==> config.mk <==
export PLATFORM = sky130hd
export DESIGN_NAME = sobel_window_gen
export DESIGN_NICKNAME = d
export VERILOG_FILES = /design/src/rtl/sobel_pkg.sv /design/src/rtl/sobel_line_buffer.sv /design/src/rtl/sobel_window_gen.sv
export SDC_FILE = /design/constraint.sdc
export NUM_CORES = 1
export LEC_CHECK = 0
export ABC_AREA = 1
export CAP_MARGIN = 5
export CORE_MARGIN = 1.5
export CORE_UTILIZATION = 51
export CTS_CLUSTER_SIZE = 30
export DETAILED_ROUTE_END_ITERATION = 8
export HOLD_SLACK_MARGIN = 0.15
export PLACE_DENSITY = 0.77
export SKIP_LAST_GASP = 1
export SYNTH_ARGS = -nofsm -noshare
export SYNTH_HDL_FRONTEND = slang
export SYNTH_SLANG_ARGS = --single-unit
==> constraint.sdc <==
create_clock -name clk -period 8.8 [get_ports clk]
set_input_delay 1.76 -clock clk [delete_from_list [all_inputs] [get_ports clk]]
set_output_delay 1.76 -clock clk [all_outputs]
set_load 0.02 [all_outputs]
==> src/rtl/sobel_pkg.sv <==
// -----------------------------------------------------------------------------
// sobel_pkg
// Shared types and constants for the Sobel window generator.
//   win_state_e : frame-level FSM states (IDLE, RUN, DRAIN, DONE)
//   WIN_TAPS    : number of pixels in a 3x3 window
//   pixel_t     : pixel word at the default pixel width
// -----------------------------------------------------------------------------
package sobel_pkg;

    localparam int WIN_TAPS      = 9;
    localparam int PIX_W_DEFAULT = 32;

    typedef logic [PIX_W_DEFAULT-1:0] pixel_t;

    typedef enum logic [1:0] {
        IDLE  = 2'd0,
        RUN   = 2'd1,
        DRAIN = 2'd2,
        DONE  = 2'd3
    } win_state_e;

endpackage

==> src/rtl/sobel_line_buffer.sv <==
// -----------------------------------------------------------------------------
// sobel_line_buffer
// Single-port, DEPTH-deep register array holding one image row.
// Read is combinational and returns the old contents when a write targets the
// same index in the same cycle (read-before-write).
// Ports:
//   clk     : rising-edge clock
//   addr    : shared read/write index
//   wr_en   : write strobe
//   wr_data : data written at addr on the clock edge
//   rd_data : current contents at addr
// -----------------------------------------------------------------------------
module sobel_line_buffer
    import sobel_pkg::*;
#(
    parameter int DEPTH = 5,
    parameter int W     = PIX_W_DEFAULT
) (
    input  logic                     clk,
    input  logic [$clog2(DEPTH)-1:0] addr,
    input  logic                     wr_en,
    input  logic [W-1:0]             wr_data,
    output logic [W-1:0]             rd_data
);

    logic [W-1:0] mem [DEPTH];

    assign rd_data = mem[addr];

    // NOTE: storage arrays are deliberately not reset; the window generator
    // masks every location until it has been written in the current frame.
    always_ff @(posedge clk) begin
        if (wr_en) begin
            mem[addr] <= wr_data;
        end
    end

endmodule

==> src/rtl/sobel_window_gen.sv <==
// -----------------------------------------------------------------------------
// sobel_window_gen
// Streaming 3x3 neighbourhood generator feeding the Sobel filter. Accepts one
// raster-order HEIGHT x WIDTH frame and emits one border-padded window per
// pixel, in raster order of window centre, using two line buffers and a
// 3x3 shift window. The scan walks a (HEIGHT+1) x (WIDTH+1) grid; the extra
// row/column are pad steps that flush the bottom/right borders.
//
// Optional build macro SOBEL_WINDOW_REPLICATE_PAD_EN: border pixels are
// replicated from the nearest edge instead of being zero-filled.
//
// Ports:
//   clk, rst_n  : clock, asynchronous active-low reset
//   start       : begins a frame (ignored unless idle)
//   in_valid/in_ready/in_pixel : input pixel stream
//   out_valid/out_ready        : output window handshake
//   out_window  : 9 pixels, element k=m*3+n at [k*PIX_W +: PIX_W]
//   out_row/out_col : window centre coordinates
//   out_last    : window for the bottom-right centre
//   busy        : frame in progress (RUN or DRAIN)
//   frame_done  : one-cycle pulse after the last window handshake
// -----------------------------------------------------------------------------
module sobel_window_gen
    import sobel_pkg::*;
#(
    parameter int WIDTH  = 5,
    parameter int HEIGHT = 5,
    parameter int PIX_W  = 32
) (
    input  logic                        clk,
    input  logic                        rst_n,
    input  logic                        start,
    input  logic                        in_valid,
    input  logic [PIX_W-1:0]            in_pixel,
    output logic                        in_ready,
    output logic                        out_valid,
    output logic [WIN_TAPS*PIX_W-1:0]   out_window,
    output logic [$clog2(HEIGHT)-1:0]   out_row,
    output logic [$clog2(WIDTH)-1:0]    out_col,
    output logic                        out_last,
    input  logic                        out_ready,
    output logic                        busy,
    output logic                        frame_done
);

    localparam int XW = $clog2(WIDTH + 1);
    localparam int YW = $clog2(HEIGHT + 1);
    localparam int AW = $clog2(WIDTH);
    localparam int RW = $clog2(HEIGHT);

    localparam logic [XW-1:0] X_PAD = XW'(WIDTH);
    localparam logic [YW-1:0] Y_PAD = YW'(HEIGHT);
    localparam logic [XW-1:0] X_ONE = XW'(1);
    localparam logic [YW-1:0] Y_ONE = YW'(1);

    win_state_e state, state_next;

    logic [YW-1:0] y;
    logic [XW-1:0] x;
    logic [YW-1:0] y_m1;
    logic [XW-1:0] x_m1;

    logic in_pos, emits, step_ok, step, last_step;

    logic [AW-1:0]    lb_addr;
    logic             lb_wr;
    logic [PIX_W-1:0] lb0_rd, lb1_rd;
    logic [PIX_W-1:0] cur, row_m1, row_m2;

    // Column layout [row]: 0 = row y-2, 1 = row y-1, 2 = current row.
    // Window layout [col]: 0 = column x-2, 1 = column x-1, 2 = column x.
    logic [2:0][PIX_W-1:0]       col_new;
    logic [1:0][2:0][PIX_W-1:0]  hist_q;
    logic [2:0][2:0][PIX_W-1:0]  win_d;
    logic [WIN_TAPS*PIX_W-1:0]   win_flat;

    // ---------------------------------------------------------------- control
    assign in_pos    = (y != Y_PAD) && (x != X_PAD);
    assign emits     = (y != '0) && (x != '0);
    assign last_step = (y == Y_PAD) && (x == X_PAD);
    // A step that registers a window needs the output register free.
    assign step_ok   = !emits || !out_valid || out_ready;
    assign step      = (state == RUN) && step_ok && (!in_pos || in_valid);
    assign in_ready  = (state == RUN) && in_pos && step_ok;

    assign busy       = (state == RUN) || (state == DRAIN);
    assign frame_done = (state == DONE);

    assign y_m1 = y - Y_ONE;
    assign x_m1 = x - X_ONE;

    // NOTE: state and all other registers use non-blocking assignments so every
    // flop samples its inputs from the same clock edge.
    always_ff @(posedge clk or negedge rst_n) begin
        if (!rst_n) begin
            state <= IDLE;
        end else begin
            state <= state_next;
        end
    end

    // NOTE: the default assignment first keeps this block purely combinational.
    always_comb begin
        state_next = state;
        case (state)
            IDLE:    if (start) state_next = RUN;
            RUN:     if (step && last_step) state_next = DRAIN;
            DRAIN:   if (out_valid && out_ready && out_last) state_next = DONE;
            DONE:    state_next = IDLE;
            default: state_next = IDLE;
        endcase
    end

    // ------------------------------------------------------------ line buffers
    // The pad column has no storage; park the address at 0 and never write it.
    assign lb_addr = (x == X_PAD) ? '0 : x[AW-1:0];
    assign lb_wr   = step && (x != X_PAD);

    sobel_line_buffer #(.DEPTH(WIDTH), .W(PIX_W)) lb0 (
        .clk     (clk),
        .addr    (lb_addr),
        .wr_en   (lb_wr),
        .wr_data (cur),
        .rd_data (lb0_rd)
    );

    sobel_line_buffer #(.DEPTH(WIDTH), .W(PIX_W)) lb1 (
        .clk     (clk),
        .addr    (lb_addr),
        .wr_en   (lb_wr),
        .wr_data (lb0_rd),
        .rd_data (lb1_rd)
    );

    // --------------------------------------------------------- new column mux
    always_comb begin
        row_m1 = (y != '0 && x != X_PAD) ? lb0_rd : '0;
`ifdef SOBEL_WINDOW_REPLICATE_PAD_EN
        // Top border repeats row 0, bottom border repeats row HEIGHT-1,
        // right border repeats the previous column.
        row_m2  = (y > Y_ONE) ? lb1_rd : row_m1;
        cur     = (y == Y_PAD) ? row_m1 : in_pixel;
        col_new = (x == X_PAD) ? hist_q[1] : {cur, row_m1, row_m2};
`else
        row_m2  = (y > Y_ONE && x != X_PAD) ? lb1_rd : '0;
        cur     = in_pos ? in_pixel : '0;
        col_new = {cur, row_m1, row_m2};
`endif
    end

    // ------------------------------------------------------ shift window next
    always_comb begin
        win_d = '0;
        if (x == '0) begin
            // Start of a scan row: the older columns lie left of the frame.
`ifdef SOBEL_WINDOW_REPLICATE_PAD_EN
            win_d = {col_new, col_new, col_new};
`else
            win_d[2] = col_new;
`endif
        end else begin
            win_d = {col_new, hist_q[1], hist_q[0]};
        end
    end

    always_comb begin
        win_flat = '0;
        for (int m = 0; m < 3; m++) begin
            for (int n = 0; n < 3; n++) begin
                win_flat[(m*3+n)*PIX_W +: PIX_W] = win_d[n][m];
            end
        end
    end

    // ------------------------------------------------- scan counters, outputs
    always_ff @(posedge clk or negedge rst_n) begin
        if (!rst_n) begin
            y          <= '0;
            x          <= '0;
            hist_q     <= '0;
            out_valid  <= 1'b0;
            out_window <= '0;
            out_row    <= '0;
            out_col    <= '0;
            out_last   <= 1'b0;
        end else begin
            if (state == IDLE && start) begin
                y <= '0;
                x <= '0;
            end else if (step) begin
                hist_q <= {win_d[2], win_d[1]};
                if (x == X_PAD) begin
                    x <= '0;
                    y <= (y == Y_PAD) ? '0 : y + Y_ONE;
                end else begin
                    x <= x + X_ONE;
                end
            end

            if (step && emits) begin
                out_valid  <= 1'b1;
                out_window <= win_flat;
                out_row    <= y_m1[RW-1:0];
                out_col    <= x_m1[AW-1:0];
                out_last   <= last_step;
            end else if (out_valid && out_ready) begin
                out_valid <= 1'b0;
            end
        end
    end

endmodule

==> flow_summary.json, run 1 <==
{
  "outcome": "finished, final reports clean",
  "yosysUniqueCellTypes": 30,
  "design.core.area_um2": 62900,
  "dominantRegCellSynth": "dfrtp_1",
  "hold_depth": 2,
  "grt_first_pass_wirelength_um": 127000,
  "clock_tree.buffer_depth": 3,
  "syn_nets": 3332,
  "ys_seq_elements": 816,
  "hold_violations": 0,
  "final_report_setup_violation_count": 0,
  "max-cap-violations": 0,
  "grt_max_degree": 191,
  "nNetsFinal": 3582,
  "grt_util_met1_pct": 35.7,
  "place_congestion": 0.821,
  "die_y_um": 255,
  "place_ws_ns": 3.21,
  "clock_skew_ns": 0.0292,
  "critPathMaxFanout": 74,
  "layout.filler_cells": 4986,
  "floorplan.initialDensity_pct": 51.4,
  "post_cts_resized": 0,
  "fp.dieArea_um2": 64800,
  "clock-root-buffer": "clkbuf_16",
  "timing.critical_path.slowest_stage_cell": "dfrtp_4",
  "worstSetupPathType": "reg -> out",
  "placement.io_buffers": 335,
  "worst-path-buf-inv": 3,
  "global_route.overflow_total": 0,
  "ir_worst_vdd_v": 0.000202,
  "drt_iter0_markers": 2239,
  "async_reset_ff_share_pct": 60.8,
  "mappedNetlistArea_um2": 32300,
  "drt_drc_violations_left": 0,
  "syn-instance-count": 3280,
  "wl_per_cell_um": 18.4,
  "dieWidth_um": 255,
  "num_antenna_cells": 0,
  "global_routing_usage_on_met2_pct": 39.1,
  "powerDensity_nw_per_um2": 367,
  "global_route.usage.total_pct": 25.4,
  "clock_latency_ns": 0.63,
  "leak_pwr_uw": 0.0185,
  "timing.final.crit_period_ns": 5.47,
  "crit_path_start_kind": "flip-flop",
  "clk_transition_reported_paths_ns": 0.06,
  "cp_cell_sequence": "ha_1 > nand2_4 > buf_4 > nand4_1 > inv_1 > clkdlybuf4s50_1",
  "clock_sinks": 816,
  "cts_hold_buf": 0,
  "cp_num_cells": 6,
  "vias_post_dr": 23600,
  "first_global_vias": 22400,
  "yosys_warnings": 0,
  "final_critical_path_setup_slack_ns": 3.33,
  "endpoint_kind": "primary output",
  "layout_worst_path_cycle_share_pct": 62.1,
  "cp_top_family": "buffers and inverters",
  "dr.pass1.iters": 6,
  "worst-endpoint-required_ns": 7.04,
  "cts_post_setup_buffers_inserted": 0,
  "post_drt_via_cell_ratio": 5.31,
  "numCtsBuffers": 80,
  "busiest_layer": "met2",
  "synthesis.area_per_instance_um2": 9.85,
  "synth_seq_area_share_pct": 68.2,
  "dp_hpwl_um": 48800,
  "max_freq_mhz": 183,
  "grt_antenna_before_repair": 2,
  "drv_slew": 0,
  "reg2reg_path_depth": 10,
  "rsz0062_at_grt": "false",
  "use_met3_pct": 4.46,
  "longest_individual_stage_delay_on_the_worst_path_ns": 0.78,
  "final_antenna_net_count": 0,
  "hold_path_class": "reg -> reg",
  "std_cell_rows": 92,
  "cts_tree": "done",
  "max-slew-margin-rel_pct": 23.9,
  "p_r_area_growth_vs_syn_pct": 19.8,
  "htree_num_levels": 3,
  "ratio_of_cells_with_drive_above_1_in_the_final_layout_pct": 4.87,
  "fin_util_pct": 61.6,
  "setup_tns_ns": 0,
  "tightestPinTransition_ns": 1.14,
  "detail_route.wirelength_um": 81900,
  "post_synth_edffs": 320,
  "ios": 336,
  "crit_arrival_ns": 3.71
}
[worst register-to-register path, stage by stage, from the launching register on]
cell     delay [ns]
dfrtp_4        0.78
inv_1          0.28
ha_1           0.23
nand2_4        0.28
nand3_1        0.33
nand3_4        0.19
nor2_4         0.75
buf_4          0.93
buf_4          0.92
nand3_1        0.21
nand2_1        0.10
[routing by layer]
layer | vias up | part of all wire [%]
li1 | 11000 | -
met1 | 11400 | 41
met3 | 184 | 7.9
met4 | 2 | 4.3
met5 | - | 0.015
met2 | 958 | 47
[area by class of cell]
type	count	area, um2	area share [%]
Sequential cell	816	22000	56.9
Timing Repair Buffer	358	3570	9.22
Inverter	86	335	0.867
Clock buffer	120	2290	5.93
Clock inverter	28	335	0.867
Tap cell	846	1060	2.74
Multi-Input combinational cell	2188	9080	23.5
[flip-flops by register name (all words and copies together), names as in the netlist]
| register | count |
|---|---|
| out_window | 288 |
| hist_q | 192 |
| lb0.mem | 160 |
| lb1.mem | 160 |
| out_col | 3 |
| out_row | 3 |
| x | 3 |
| y | 3 |
| state | 2 |
| out_last | 1 |
| out_valid | 1 |
[through the flow]
step | hold WS, ns | instance area, um2 | cells | power, uW
global route | 0.481 | 38700 | 4442 | 14900
finish | 0.468 | 38700 | 4442 | 14200
global placement | 0.453 | 36100 | 4294 | 10700
CTS | 0.471 | 38700 | 4442 | 14300
floorplan | 0.449 | 32300 | 3280 | 8490
detailed placement | 0.457 | 36100 | 4294 | 10800
[synthesized netlist by cell type, types with 2 or more instances]
cell	instances	area share (%)
a21oi_1	34	0.53
buf_1	8	0.093
buf_2	98	1.5
buf_4	28	0.65
clkbuf_1	56	0.65
dfrtp_1	496	38
edfxtp_1	320	30
ha_1	15	0.58
inv_1	81	0.94
inv_2	4	0.046
nand2_1	1560	18
nand3_1	386	6.0
nand3b_1	3	0.070
nand4_1	3	0.058
nor2_1	138	1.6
nor3_1	4	0.062
o21ai_0	16	0.25
o22ai_1	2	0.039
or2_2	16	0.31
xnor2_1	2	0.054
[report_power, final]
group / switching [uW] / internal (uW)
combinational: 3160 / 1710
clock: 1430 / 1990
sequential: 727 / 5170
[final timing paths]
check                      slack (ns)              end       startpoint
hold / removal                   0.47  out_window[225]  out_window[225]
setup reg to reg                 3.76      hist_q[153]             x[0]
hold reg to reg                  0.47  out_window[225]  out_window[225]
min in group asynchronous        1.20  out_window[113]            rst_n
setup / recovery                 3.33         in_ready             x[0]
max in group asynchronous        6.11       hist_q[13]            rst_n
[kinds of logic after synthesis]
group                    Yosys count  share of synthesized area (%)
adder cells (fa/ha/maj)           15                          0.581
AO/OA/AOI/OAI                     54                          0.852
flip-flops                       816                           68.2
XOR/XNOR                           3                         0.0814
AND/OR/NAND/NOR                 2116                           26.4
buffers and inverters            276                           3.91
[cells in the final DEF (no fill, tap or decap), drive strengths merged]
cell / count
inv: 90
nor4: 1
buf: 24
nand2: 1561
o21ai: 17
ha: 15
a22oi: 1
clkdlybuf4s50: 334
xor2: 1
xnor2: 2
a21oi: 34
nand4: 3
nor3: 4
and2: 1
clkinv: 18
clkbuf: 120
bufinv: 6
edfxtp: 320
nor2: 140
nand3b: 3
or2: 16
o22ai: 2
dfrtp: 496
nand3: 387
(Power assumes the default switching activity.)
==> run 2: changes to the inputs <==
--- a/config.mk
+++ b/config.mk
@@ -8,11 +8,11 @@
 export ABC_AREA = 1
 export CAP_MARGIN = 5
 export CORE_MARGIN = 1.5
-export CORE_UTILIZATION = 51
+export CORE_UTILIZATION = 55
 export CTS_CLUSTER_SIZE = 30
 export DETAILED_ROUTE_END_ITERATION = 8
 export HOLD_SLACK_MARGIN = 0.15
-export PLACE_DENSITY = 0.77
+export PLACE_DENSITY = 0.79
 export SKIP_LAST_GASP = 1
 export SYNTH_ARGS = -nofsm -noshare
 export SYNTH_HDL_FRONTEND = slang
==> constraint.sdc (replaced) <==
create_clock -name clk -period 5.4 [get_ports clk]
set_input_delay 1.08 -clock clk [delete_from_list [all_inputs] [get_ports clk]]
set_output_delay 1.08 -clock clk [all_outputs]
set_load 0.02 [all_outputs]
==> flow_summary.json, run 2 (same netlist as run 1, synthesis figures left out) <==
{
  "outcome": "finished, final reports clean",
  "critPathLaunch": "x[0]",
  "grt_max_degree": 196,
  "numCtsBuffers": 81,
  "grt_antenna_before_repair": 1,
  "layout_commonest_cell": "nand2_1",
  "rsz0062_at_grt": "false",
  "highest_count_cells_in_the_layout_ignoring_fill_and_taps": "nand2_1, dfrtp_1, nand3_1",
  "clock-root-buffer": "clkbuf_16",
  "max-cap-violations": 0,
  "power.sequential.fraction_pct": 41.6,
  "clock_skew_ns": 0.0229,
  "cts_tree": "done",
  "p_r_area_growth_vs_syn_pct": 20.2,
  "max-slew-margin-rel_pct": 30.5,
  "number_of_flip_flops_in_the_largest_register": 288,
  "clk_transition_reported_paths_ns": 0.06,
  "dp_hpwl_um": 50500,
  "final_report_setup_violation_count": 0,
  "r2r_setup_slack_ns": 1.58,
  "netSwitchingFraction_pct": 37.5,
  "drt_drc_violations_left": 0,
  "leak_pwr_uw": 0.0186,
  "ios": 336,
  "finalInstanceArea_um2": 38800,
  "clock_sinks": 816,
  "critical_path.reg2reg.startpoint": "x[0]",
  "netSwitchingPower_uw": 8750,
  "floorplan.initialDensity_pct": 55.8,
  "crit_path_start_kind": "flip-flop",
  "dr.pass1.iters": 5,
  "detail_route.wirelength_um": 83400,
  "wl_per_cell_um": 19.1,
  "final_antenna_net_count": 0,
  "htree_num_levels": 3,
  "die_y_um": 245,
  "clock_latency_ns": 0.63,
  "post_cts_resized": 0,
  "nNetsFinal": 3588,
  "clock_tree.buffer_depth": 3,
  "hold_depth": 2,
  "drv_slew": 0,
  "multi_input_comb_area_um2": 9090,
  "endpoint_kind": "primary output",
  "grt_first_pass_wirelength_um": 129000,
  "post_drt_via_cell_ratio": 5.49,
  "combinationalPowerShare_pct": 33.8,
  "fp.dieArea_um2": 60200,
  "largestRegisters": "out_window: 288 flops, hist_q: 192 flops",
  "worstSetupPathType": "reg -> out",
  "layout_worst_path_cycle_share_pct": 81.3,
  "dieWidth_um": 245,
  "hold_violations": 0,
  "internal_power_uw": 14600,
  "timing.final.crit_period_ns": 4.39,
  "std_cell_rows": 88,
  "hold_path.startpoint": "out_window[112]",
  "layout.filler_cells": 4254,
  "tightestPinTransition_ns": 1.04,
  "global_route.usage.total_pct": 27.7,
  "hold_path_class": "reg -> reg",
  "final_critical_path_setup_slack_ns": 1.01,
  "largest-register": "out_window",
  "critPathMaxFanout": 50,
  "ir_worst_vdd_v": 0.000363,
  "vias_post_dr": 24000,
  "num_antenna_cells": 0,
  "worstHoldEndpoint": "out_window[112]",
  "global_route.overflow_total": 0,
  "max_freq_mhz": 228,
  "cts_post_setup_buffers_inserted": 0,
  "placedInstanceArea_um2": 36100,
  "cts_hold_buf": 0,
  "drt_iter0_markers": 2683,
  "place_ws_ns": 1.67,
  "ratio_of_cells_with_drive_above_1_in_the_final_layout_pct": 5.38,
  "dpl.cell_count": 4218,
  "hold_slack_ns": 0.467,
  "design.core.area_um2": 57900,
  "place_congestion": 0.822,
  "crit_arrival_ns": 3.31,
  "pwr-share-clk_pct": 24.6,
  "powerDensity_nw_per_um2": 601,
  "worstReg2RegEnd": "out_window[84]",
  "first_global_vias": 22700,
  "worst-endpoint-required_ns": 4.32,
  "area.sequential_um2": 22000,
  "reg2reg_path_depth": 11,
  "placement.io_buffers": 335,
  "layout.cells.non_filler": 4369
}
-- run 2: layout make-up --
| cell class | count | area share [%] |
|---|---|---|
| Clock buffer | 124 | 6.24 |
| Tap cell | 765 | 2.47 |
| Clock inverter | 27 | 0.800 |
| Sequential cell | 816 | 56.8 |
| Inverter | 86 | 0.864 |
| Timing Repair Buffer | 363 | 9.45 |
| Multi-Input combinational cell | 2188 | 23.4 |
-- run 2: how the worst max path moves through the flow --
stage,cells after the start,slack [ns],endpoint
4_1_cts,7,1.01,in_ready
3_3_place_gp,7,1.72,in_ready
2_1_floorplan,11,-1.29,lb0.mem[2][0]
6_report,7,1.01,in_ready
5_1_grt,7,0.84,in_ready
3_5_place_dp,6,1.67,lb1.mem[1][20]
-- run 2: power by group through the flow --
stage	logic [uW]	clock network, uW	registers (uW)
floorplan	3340	0	10500
global placement	7650	0	9750
detailed placement	7850	0	9760
CTS	7910	5770	9690
global route	8550	6020	9870
finish	7900	5730	9700
-- run 2: routing by layer --
metal  track usage, %  up-vias  wire length [um]
li1                 -    11000                 -
met5                0        -                 0
met1             38.9    11700             33900
met3             4.35      168              6900
met2             43.4     1096             39400
met4             11.7        0              3230
-- run 2: through the flow --
step | total power, uW | util (%) | TNS, ns
after CTS | 23400 | 67.0 | 0
after floorplan | 13800 | - | -328.81
final | 23300 | 67.0 | 0
after global routing | 24400 | 67.0 | 0
after global placement | 17400 | 62.3 | 0
after detailed placement | 17600 | 62.3 | 0
-- run 2: critical path: stages (launching register included) --
cell             delay, ns
dfrtp_4               0.81
inv_1                 0.23
ha_1                  0.30
nand2_4               0.36
nand3_1               0.26
nand4_1               0.14
inv_1                 0.05
clkdlybuf4s50_1       0.53
